[src/rtl/sdr_bridge_pkg.sv]
// Shared types and helpers for the decoder-to-SDRAM-controller command bridge.
package sdr_bridge_pkg;

  typedef enum logic [2:0] {
    IDLE    = 3'd0,
    REQ     = 3'd1,
    WAIT_RD = 3'd2,
    DONE    = 3'd3,
    REARM   = 3'd4
  } bridgeState_t;

  localparam logic [15:0] DEFAULT_ERR_DATA = 16'hDEAD;

  // Counter width able to hold the value `timeout` itself.
  function automatic int timerWidth(input int timeout);
    return (timeout < 1) ? 1 : $clog2(timeout + 1);
  endfunction

endpackage

[src/rtl/sdr_bridge_timeout.sv]
// Loadable up-counter that stops at LIMIT and flags it; count is 0 on the first enabled cycle after load.
// No backpressure: the FSM drives load/en every cycle and reads the expired flag combinationally.
module sdr_bridge_timeout
  import sdr_bridge_pkg::*;
#(
  parameter int TIMEOUT = 1023
) (
  input  logic clk,
  input  logic rst,
  input  logic load,
  input  logic en,
  output logic expired
);

  localparam int CNT_W = timerWidth(TIMEOUT);
  localparam logic [CNT_W-1:0] LIMIT = CNT_W'(TIMEOUT);

  logic [CNT_W-1:0] count;

  always_ff @(posedge clk or posedge rst) begin
    if (rst) begin
      count <= '0;
    end else if (load) begin
      count <= '0;
    end else if (en && !expired) begin
      count <= count + CNT_W'(1);
    end
  end

  assign expired = (count == LIMIT);

endmodule

[src/rtl/sdr_cmd_bridge.sv]
// Turns a held RD/WR level from the command decoder into one ACK-handshaken controller transaction.
// Zero-wait latency: request seen in cycle 0, oMEM_REQ in cycle 1, oDONE in cycle 2; stalls are bounded by TIMEOUT.
module sdr_cmd_bridge
  import sdr_bridge_pkg::*;
#(
  parameter int                ADDR_W   = 22,
  parameter int                DATA_W   = 16,
  parameter int                TIMEOUT  = 1023,
  parameter logic [DATA_W-1:0] ERR_DATA = DATA_W'(DEFAULT_ERR_DATA)
) (
  input  logic              iCLK,
  input  logic              iRST,
  input  logic              iRD,
  input  logic              iWR,
  input  logic [ADDR_W-1:0] iADDR,
  input  logic [DATA_W-1:0] iDATA,
  output logic [DATA_W-1:0] oDATA,
  output logic              oDONE,
  output logic              oERR,
  input  logic              iERR_CLR,
  output logic              oMEM_REQ,
  output logic              oMEM_WE,
  output logic [ADDR_W-1:0] oMEM_ADDR,
  output logic [DATA_W-1:0] oMEM_WDATA,
  input  logic              iMEM_ACK,
  input  logic              iMEM_RVALID,
  input  logic [DATA_W-1:0] iMEM_RDATA
);

  bridgeState_t state;
  logic         timerExpired;
  logic         timeoutHit;

  sdr_bridge_timeout #(
    .TIMEOUT(TIMEOUT)
  ) uTimeout (
    .clk    (iCLK),
    .rst    (iRST),
    .load   (state == IDLE),
    .en     ((state == REQ) || (state == WAIT_RD)),
    .expired(timerExpired)
  );

  // A controller response in the terminal cycle beats the abort.
  always_comb begin
    timeoutHit = 1'b0;
    if (timerExpired) begin
      if (state == REQ)     timeoutHit = !iMEM_ACK;
      if (state == WAIT_RD) timeoutHit = !iMEM_RVALID;
    end
  end

  // The oMEM_* registers double as the latched request for the whole transaction.
  always_ff @(posedge iCLK or posedge iRST) begin
    if (iRST) begin
      state      <= IDLE;
      oDATA      <= '0;
      oDONE      <= 1'b0;
      oERR       <= 1'b0;
      oMEM_REQ   <= 1'b0;
      oMEM_WE    <= 1'b0;
      oMEM_ADDR  <= '0;
      oMEM_WDATA <= '0;
    end else begin
      oDONE <= 1'b0;

      if (timeoutHit) begin
        oERR <= 1'b1;
      end else if (iERR_CLR) begin
        oERR <= 1'b0;
      end

      case (state)
        IDLE: begin
          if (iRD || iWR) begin
            oMEM_WE    <= iWR;
            oMEM_ADDR  <= iADDR;
            oMEM_WDATA <= iDATA;
            oMEM_REQ   <= 1'b1;
            state      <= REQ;
          end
        end

        REQ: begin
          if (iMEM_ACK) begin
            oMEM_REQ <= 1'b0;
            if (oMEM_WE || iMEM_RVALID) begin
              if (!oMEM_WE) oDATA <= iMEM_RDATA;
              oDONE <= 1'b1;
              state <= DONE;
            end else begin
              state <= WAIT_RD;
            end
          end else if (timeoutHit) begin
            oMEM_REQ <= 1'b0;
            if (!oMEM_WE) oDATA <= ERR_DATA;
            oDONE <= 1'b1;
            state <= DONE;
          end
        end

        WAIT_RD: begin
          if (iMEM_RVALID) begin
            oDATA <= iMEM_RDATA;
            oDONE <= 1'b1;
            state <= DONE;
          end else if (timeoutHit) begin
            oDATA <= ERR_DATA;
            oDONE <= 1'b1;
            state <= DONE;
          end
        end

        DONE: state <= REARM;

        // A level still held from the finished command must drop before a new one is accepted.
        REARM: begin
          if (!iRD && !iWR) state <= IDLE;
        end

        default: state <= IDLE;
      endcase
    end
  end

endmodule

[config.mk]
export PLATFORM = sky130hd
export DESIGN_NAME = sdr_cmd_bridge
export DESIGN_NICKNAME = d
export VERILOG_FILES = /design/src/rtl/sdr_bridge_pkg.sv /design/src/rtl/sdr_bridge_timeout.sv /design/src/rtl/sdr_cmd_bridge.sv
export SDC_FILE = /design/constraint.sdc
export NUM_CORES = 1
export LEC_CHECK = 0
export ABC_AREA = 1
export BUFFER_PORTS_ARGS = -buffer_cell sky130_fd_sc_hd__buf_2
export CAP_MARGIN = 10
export CORE_AREA = 8 8 95 97
export CTS_BUF_LIST = sky130_fd_sc_hd__clkbuf_2
export DETAILED_ROUTE_END_ITERATION = 6
export DIE_AREA = 0 0 103 105
export PLACE_DENSITY = 0.71
export SLEW_MARGIN = 40
export SYNTH_ARGS = -nofsm -noshare
export SYNTH_HDL_FRONTEND = slang
export SYNTH_SLANG_ARGS = --single-unit
[constraint.sdc]
create_clock -name iCLK -period 2.8 [get_ports iCLK]
set_clock_uncertainty 0.2 [all_clocks]
set_input_delay 0.28 -clock iCLK [delete_from_list [all_inputs] [get_ports iCLK]]
set_output_delay 0.28 -clock iCLK [all_outputs]
set_load 0.05 [all_outputs]
==> results.md, run 1 <==
- Cells on worst reg2reg path: 10
- Clock buffer depth: 2
- Min Tclk post-route: between 2 and 2.5 ns
- Netlist Area Pre-Place: just over 0.003 sq mm
- # diodes: 0
- Dpl hpwl: between 5000 and 6000 um
- Vias in the first global route: 2780
- YS warnings: 0
- DP Worst Slack: approximately 0.75 ns
- R2R setup slack: between 0.7 and 0.8 ns
- R2r startpoint: uTimeout.count[0]
- Setup TNS: 0 ns
- Final instance area: ~0.0045 sq mm
- CP required: 2.99 ns
- CP endpoint kind: register
- Setup WS post-layout: a little over 0.7 ns
- Most common cell after layout, fill and taps aside: buf_2
- Final period util: 0.746
- Hold path endpoint: state[0]
- Status: finished, final reports clean
- # DRC: 0
- Rows: 32
- Post-DP Area: approximately 0.0038 sq mm
- Final Slew Violations: 0
- Die X: 103 um
- CORE AREA: 0.00753 sq mm
- I/O Buffers: roughly 120
- # H-tree levels: 3
- Clock buffer count from CTS: 9
- Post-route ant nets: 0
- Mean Syn Cell Area: 10.9 sq um
- Clock sink count: 71
- Die ar.: approximately 0.011 sq mm
- Via/cell ratio: 4.71
- Lkg Pwr: about 2.3 nW
- Number of setup violations in the final report: 0
- Die Y: 105 um
- Global-route wire length before repair: around 14000 um
- Slew at the pin with the worst max-slew slack: ~0.50 ns
- DRC marker count from the first detailed-route iteration: 91
- Commonest cells after routing, fill and taps aside: 118 x buf_2, 71 x dfrtp_1, 61 x dlygate4sd3_1, 50 x nand2_1, 38 x mux2_2
- Final core utilization: 0.597
- Root buffer cell: clkbuf_2
- Crit-path max FO: 18
- Fillers: between 600 and 700
- GRT Residual Overflow: 0
- Vias after detailed routing: 2711
- Routed len/inst: 14.8 um
- Clock slew at reported path FFs: 0.20 ns
- Clk_lat worst skew: about 0.48 ns
- Hold Path Origin: iMEM_RVALID
- RSZ-0062 raised after global routing: no
- VDD IR max: around 0.00066 V
- Placer Congestion: 0.825
- Nets: 531
- Max cap viols: 0
- Hold Path Stages: 4
- Post-Syn Nets: between 300 and 400
- # IOs: approximately 120
- Fmax: around 0.48 GHz
- Layout cells sized above 1: 0.432
- Endpoints failing hold: 0
- Initial Utilization: 0.413
- Critical path arrival: between 2 and 2.5 ns
- P per Cell Area: roughly 1300 mW/mm^2
- Largest net degree at the start of global routing: 40
- #FFs+latches synth: between 70 and 80
- All-Layer GR Usage: 0.160
- Synth-to-Final Area Change: 44.5%
- Post-synth cell types: 27
- Setup bufs post-CTS: 0
- CTS tree: built
- 1st-pass router iterations: 4
- Worst setup path category: register to register
- Critical path launch point type: register
- Mapped Cells: ~290
- Hold WC Path Type: input pin to register
- Post-synthesis sequential area ratio: 0.571
- Max_slew headroom: 0.668
- Initial antenna violation count: 0
- Critical R2R Capture: oDATA[2]
- Drt total wl: ~8500 um
==> Yosys cell counts, drive strengths merged <==
cell type,count,area share
clkbuf,1,0.0012
nand3b,1,0.0036
o21a,1,0.0024
buf,8,0.028
nor2,23,0.036
o21bai,1,0.0036
xor2,1,0.0028
nand3,26,0.045
nor3,5,0.0080
mux2,38,0.14
ha,1,0.0040
a21oi,9,0.014
dfrtp,71,0.57
a211oi,1,0.0024
o21ai,7,0.012
nand2,57,0.077
inv,22,0.027
or2,11,0.022
o22ai,1,0.0020
==> worst max-delay path by stage <==
stage                            startpoint   endpoint  slack [ns]  cells past startpoint
after floorplan                        iRST   oDATA[0]        0.52                      1
after global placement    uTimeout.count[0]  oDATA[15]        0.88                     10
after detailed placement  uTimeout.count[0]   oDATA[5]        0.75                     10
after CTS                 uTimeout.count[0]   oDATA[5]        0.71                     10
after global routing      uTimeout.count[0]   oDATA[6]        0.54                     10
final                     uTimeout.count[0]   oDATA[2]        0.71                     10
==> where the power goes <==
group          leakage, nW  internal, mW  switching [mW]
clock               0.0683         0.214           0.368
sequential           0.868          1.49           0.275
combinational         1.32         0.966            2.44
total                 2.26          2.67            3.08
==> logic make-up after synthesis <==
| kind of cell | count (synthesis) | share of synthesized area |
|---|---|---|
| AO/OA/AOI/OAI | 20 | 0.0374 |
| XOR/XNOR | 1 | 0.00282 |
| adder cells (fa/ha/maj) | 1 | 0.00402 |
| buffers and inverters | 31 | 0.0555 |
| flip-flops | 71 | 0.571 |
| multiplexers | 38 | 0.138 |
| AND/OR/NAND/NOR | 123 | 0.191 |
==> per-stage QoR <==
step                      hold slack [ns]  power [mW]  instances
after CTS                          0.0374        5.78        576
after detailed placement            0.100        5.11        499
after global placement             0.0873        5.03        499
after floorplan                     0.189        4.42        285
final                              0.0922        5.75        576
after global routing               0.0636        6.07        576
==> registers in the layout, summed over array words and instances, names as in the netlist <==
register	cells
oDATA	16
oDONE	1
oERR	1
oMEM_ADDR	22
oMEM_REQ	1
oMEM_WDATA	16
oMEM_WE	1
state	3
uTimeout.count	10
==> worst max-delay path: stages (launching register included) <==
cell and delay (ns):
dfrtp_1 0.44, ha_1 0.22, inv_1 0.07, nor2_2 0.14, nand3b_2 0.14, o21bai_2 0.19
nand2_2 0.08, nand2_4 0.17, nand2_4 0.17, nand2_1 0.11, nand2_1 0.07
==> layer usage <==
metal,vias up,wire (um),track usage
met2,90,4320,0.278
met5,-,0,0
li1,1303,-,-
met1,1311,3440,0.182
met3,7,667,0.0405
met4,0,79,0.0589
==> cell type report <==
class	instances	area [sq um]	share of cell area
Clock buffer	10	50.0	0.0111
Clock inverter	6	71.3	0.0159
Inverter	22	82.6	0.0184
Multi-Input combinational cell	183	1160	0.259
Sequential cell	71	1780	0.395
Tap cell	102	128	0.0284
Timing Repair Buffer	182	1220	0.272
==> what timing repair did <==
item | 4_1_cts | 5_1_grt
hold buffers | 61 | 0
setup endpoints to repair | 0 | 0
resized for setup | 0 | 0
hold endpoints to repair | 94 | 0
(Power assumes the default switching activity.)
==> inputs of run 2 (changes only) <==
--- a/config.mk
+++ b/config.mk
@@ -5,7 +5,7 @@
 export SDC_FILE = /design/constraint.sdc
 export NUM_CORES = 1
 export LEC_CHECK = 0
-export ABC_AREA = 1
+export ABC_AREA = 0
 export BUFFER_PORTS_ARGS = -buffer_cell sky130_fd_sc_hd__buf_2
 export CAP_MARGIN = 10
 export CORE_AREA = 8 8 95 97
==> constraint.sdc (replaced) <==
create_clock -name iCLK -period 2.2 [get_ports iCLK]
set_clock_uncertainty 0.2 [all_clocks]
set_input_delay 0.22 -clock iCLK [delete_from_list [all_inputs] [get_ports iCLK]]
set_output_delay 0.22 -clock iCLK [all_outputs]
set_load 0.05 [all_outputs]
==> run 2 against run 1 <==
  * Global-route usage increased by 0.43 points
  * Core utilization increased by 2.3 points
  * First-iteration DRC count increased by 23%
  * Highest routed layer unchanged
  * Via count about the same
  * Register-to-register slack got worse by 0.59 ns
  * Worst setup slack got worse by 0.59 ns
==> results.md, run 2 <==
- # H-tree levels: 3 (unchanged)
- CP cell instances: buf_4, nor3b_1, mux2i_1, buf_12, nor2b_1, mux2_2 (was ha_1, inv_1, nor2_2, nand3b_2, o21bai_2, nand2_2, nand2_4, nand2_4, nand2_1, nand2_1)
- Vias after detailed routing: 2712 (was 2711)
- Register area: 0.00178 sq mm (unchanged)
- Critical path depth: 6 (was 10)
- Initial antenna violation count: 3 (was 0)
- Synth Flop Type: dfrtp_1 (unchanged)
- Netlist Area Pre-Place: 0.00316 sq mm (was 0.00311 sq mm)
- Biggest regs: oMEM_ADDR x22, oDATA x16, oMEM_WDATA x16 (unchanged)
- 1st-pass router iterations: 4 (unchanged)
- Die ar.: 0.0108 sq mm (unchanged)
- Number of setup violations in the final report: 0 (unchanged)
- Vias in the first global route: 2915 (was 2780)
- Placer Congestion: 0.810 (was 0.825)
- CTS tree: built (unchanged)
- Post-synth top area cell: dfrtp_1 (unchanged)
- Endpoints failing hold: 0 (unchanged)
- Post-DP Area: 0.00394 sq mm (was 0.00376 sq mm)
- # DRC: 0 (unchanged)
- Top cell type's share of synthesized area: 0.562 (was 0.571)
- Most common cell in the netlist: dfrtp_1 (unchanged)
- I/O Buffers: 118 (unchanged)
- Clk_lat worst skew: 0.46 ns (was 0.48 ns)
- YS warnings: 0 (unchanged)
- Fmax: 0.481 GHz (was 0.478 GHz)
- Slowest CP cell: dfrtp_1 (unchanged)
- Critical path launch point type: register (unchanged)
- Rows: 32 (unchanged)
- Setup TNS: 0 ns (unchanged)
- Number of flops mapped to enable cells by yosys: 0 (unchanged)
- Largest net degree at the start of global routing: 40 (unchanged)
- Nets: 512 (was 531)
- Post-synthesis sequential area ratio: 0.562 (was 0.571)
- Critical R2R Capture: oDATA[6] (was oDATA[2])
- Post-synth cell types: 41 (was 27)
- Post-Syn Nets: 319 (was 347)
- Lkg Pwr: 2.21 nW (was 2.26 nW)
- R2R setup slack: 0.12 ns (was 0.71 ns)
- R2r startpoint: state[1] (was uTimeout.count[0])
- Hold WC Path Type: input pin to register (unchanged)
- Crit path capture: oDATA[6] (was oDATA[2])
- Clock sink count: 71 (unchanged)
- Max_slew headroom: 0.742 (was 0.668)
- Hold Path Stages: 3 (was 4)
- GRT Residual Overflow: 0 (unchanged)
- All-Layer GR Usage: 0.164 (was 0.160)
- Cells on worst reg2reg path: 6 (was 10)
- Hold slack final: 0.264 ns (was 0.0922 ns)
- Post-route insts no fill: 559 (was 576)
- Root buffer cell: clkbuf_2 (unchanged)
- DRC marker count from the first detailed-route iteration: 112 (was 91)
- Synth-to-Final Area Change: 47.7% (was 44.5%)
- Final Slew Violations: 0 (unchanged)
- Final instance area: 0.00467 sq mm (was 0.00450 sq mm)
- Post-route ant nets: 0 (unchanged)
- #FFs+latches synth: 71 (unchanged)
- Final period util: 0.946 (was 0.746)
- Mapped Cells: 257 (was 285)
- CORE AREA: 0.00753 sq mm (unchanged)
- CP max stage delay: 0.38 ns (was 0.44 ns)
- Mean Syn Cell Area: 12.3 sq um (was 10.9 sq um)
- Clock buffer depth: 2 (unchanged)
- Initial Utilization: 0.420 (was 0.413)
- RSZ-0062 raised after global routing: no (unchanged)
- Buf/Inv on CP: 2 (was 1)
- Die Y: 105 um (unchanged)
- Via/cell ratio: 4.85 (was 4.71)
- Worst path top cell family by delay: multiplexers (was simple AND/OR/NAND/NOR gates)
- Largest register FFs: 22 (unchanged)
- # IOs: 119 (unchanged)
- Critical path arrival: 2.23 ns (was 2.28 ns)
- CP required: 2.35 ns (was 2.99 ns)
- Synth top area cells: dfrtp_1 56%, mux2_2 15%, mux2i_1 4.1% (was dfrtp_1 57%, mux2_2 14%, nand2_1 6.2%)
- Dpl hpwl: 5550 um (was 5580 um)
- Die X: 103 um (unchanged)
- Crit-path max FO: 18 (unchanged)
- P per Cell Area: 1500 mW/mm^2 (was 1280 mW/mm^2)
- Clock slew at reported path FFs: 0.20 ns (about the same)
- Fillers: 608 (was 635)
- Area of the multi-input gates: 0.00125 sq mm (was 0.00116 sq mm)
- Clock buffer count from CTS: 9 (unchanged)
- Most flops, register: oMEM_ADDR (unchanged)
- Routed len/inst: 15.2 um (was 14.8 um)
- Layout cells sized above 1: 0.430 (was 0.432)
- Commonest cells after routing, fill and taps aside: 118 x buf_2, 71 x dfrtp_1, 62 x dlygate4sd3_1, 43 x mux2_2, 20 x nor2_1 (was 118 x buf_2, 71 x dfrtp_1, 61 x dlygate4sd3_1, 50 x nand2_1, 38 x mux2_2)
- Status: finished, final reports clean (unchanged)
- Synth cell count leaders: 71 x dfrtp_1, 43 x mux2_2, 20 x nor2_1 (was 71 x dfrtp_1, 51 x nand2_1, 38 x mux2_2)
- Max cap viols: 0 (unchanged)
- Crit path launch: state[1] (was uTimeout.count[0])
- Drt total wl: 8510 um (about the same)
- Slew at the pin with the worst max-slew slack: 0.387 ns (was 0.499 ns)
- Worst setup path category: register to register (unchanged)
- Cell count after placement: 477 (was 499)
- Global-route wire length before repair: 14200 um (was 13700 um)
- Min Tclk post-route: 2.08 ns (was 2.09 ns)
- Most common cell after layout, fill and taps aside: buf_2 (unchanged)
- VDD IR max: 0.00102 V (was 0.000661 V)
- Asr flop ratio synth: 1.00 (unchanged)
- CP endpoint kind: register (unchanged)
==> run 2: timing repair <==
item | 4_1_cts | 5_1_grt
hold buffers | 62 | 0
endpoints found under the setup margin | 0 | 6
setup buffers | 0 | 2
resized for setup | 0 | 0
hold endpoints to repair | 132 | 0
==> run 2: worst min-delay path by stage <==
stage | slack [ns] | endpoint | start
6_report | 0.26 | oERR | iERR_CLR
5_1_grt | 0.24 | oMEM_ADDR[7] | iADDR[7]
4_1_cts | 0.21 | oERR | iERR_CLR
3_5_place_dp | -0.06 | oMEM_ADDR[1] | iRST
3_3_place_gp | -0.06 | oMEM_ADDR[0] | iRST
2_1_floorplan | 0.13 | oERR | iERR_CLR
==> run 2: power breakdown <==
part | total, mW | switching [mW] | internal, mW
logic | 4.23 | 2.84 | 1.39
registers | 2.19 | 0.331 | 1.86
clock network | 0.577 | 0.439 | 0.138
==> run 2: area by class of cell <==
| class | instances | share of cell area |
|---|---|---|
| inverters | 17 | 0.0145 |
| clock buffers | 10 | 0.0107 |
| multi-input cells | 157 | 0.268 |
| flip-flops and latches | 71 | 0.380 |
| well taps | 102 | 0.0273 |
| clock inverters | 5 | 0.00562 |
| diodes | 3 | 0.00161 |
| repair buffers | 194 | 0.292 |
==> run 2: worst min-delay path, cell delays in order <==
cell	delay, ns
dlygate4sd3_1	0.52
buf_2	0.09
o21ai_0	0.08
==> run 2: layer usage <==
| layer | GRT usage | wire (um) |
|---|---|---|
| met5 | 0 | 0 |
| met4 | 0.0786 | 212 |
| met3 | 0.0438 | 587 |
| met2 | 0.273 | 4320 |
| met1 | 0.190 | 3390 |
==> run 2: cells by family after synthesis <==
family / count (synthesis) / share of synthesized area
DFF: 71 / 0.562
and+or+nand+nor: 65 / 0.110
muxes: 56 / 0.194
AOI/OAI and AO/OA: 34 / 0.0791
buffers and inverters: 29 / 0.0455
xor gates and xnor gates: 1 / 0.00514
adders and majority gates: 1 / 0.00396
==> run 2: through the flow <==
stage	utilization	setup WS (ns)	power, mW
after floorplan	-	0.119	5.35
after global placement	0.523	0.213	6.21
after detailed placement	0.523	0.136	6.30
after CTS	0.616	0.0961	7.00
after global routing	0.621	0.00706	7.39
final	0.621	0.120	7.00
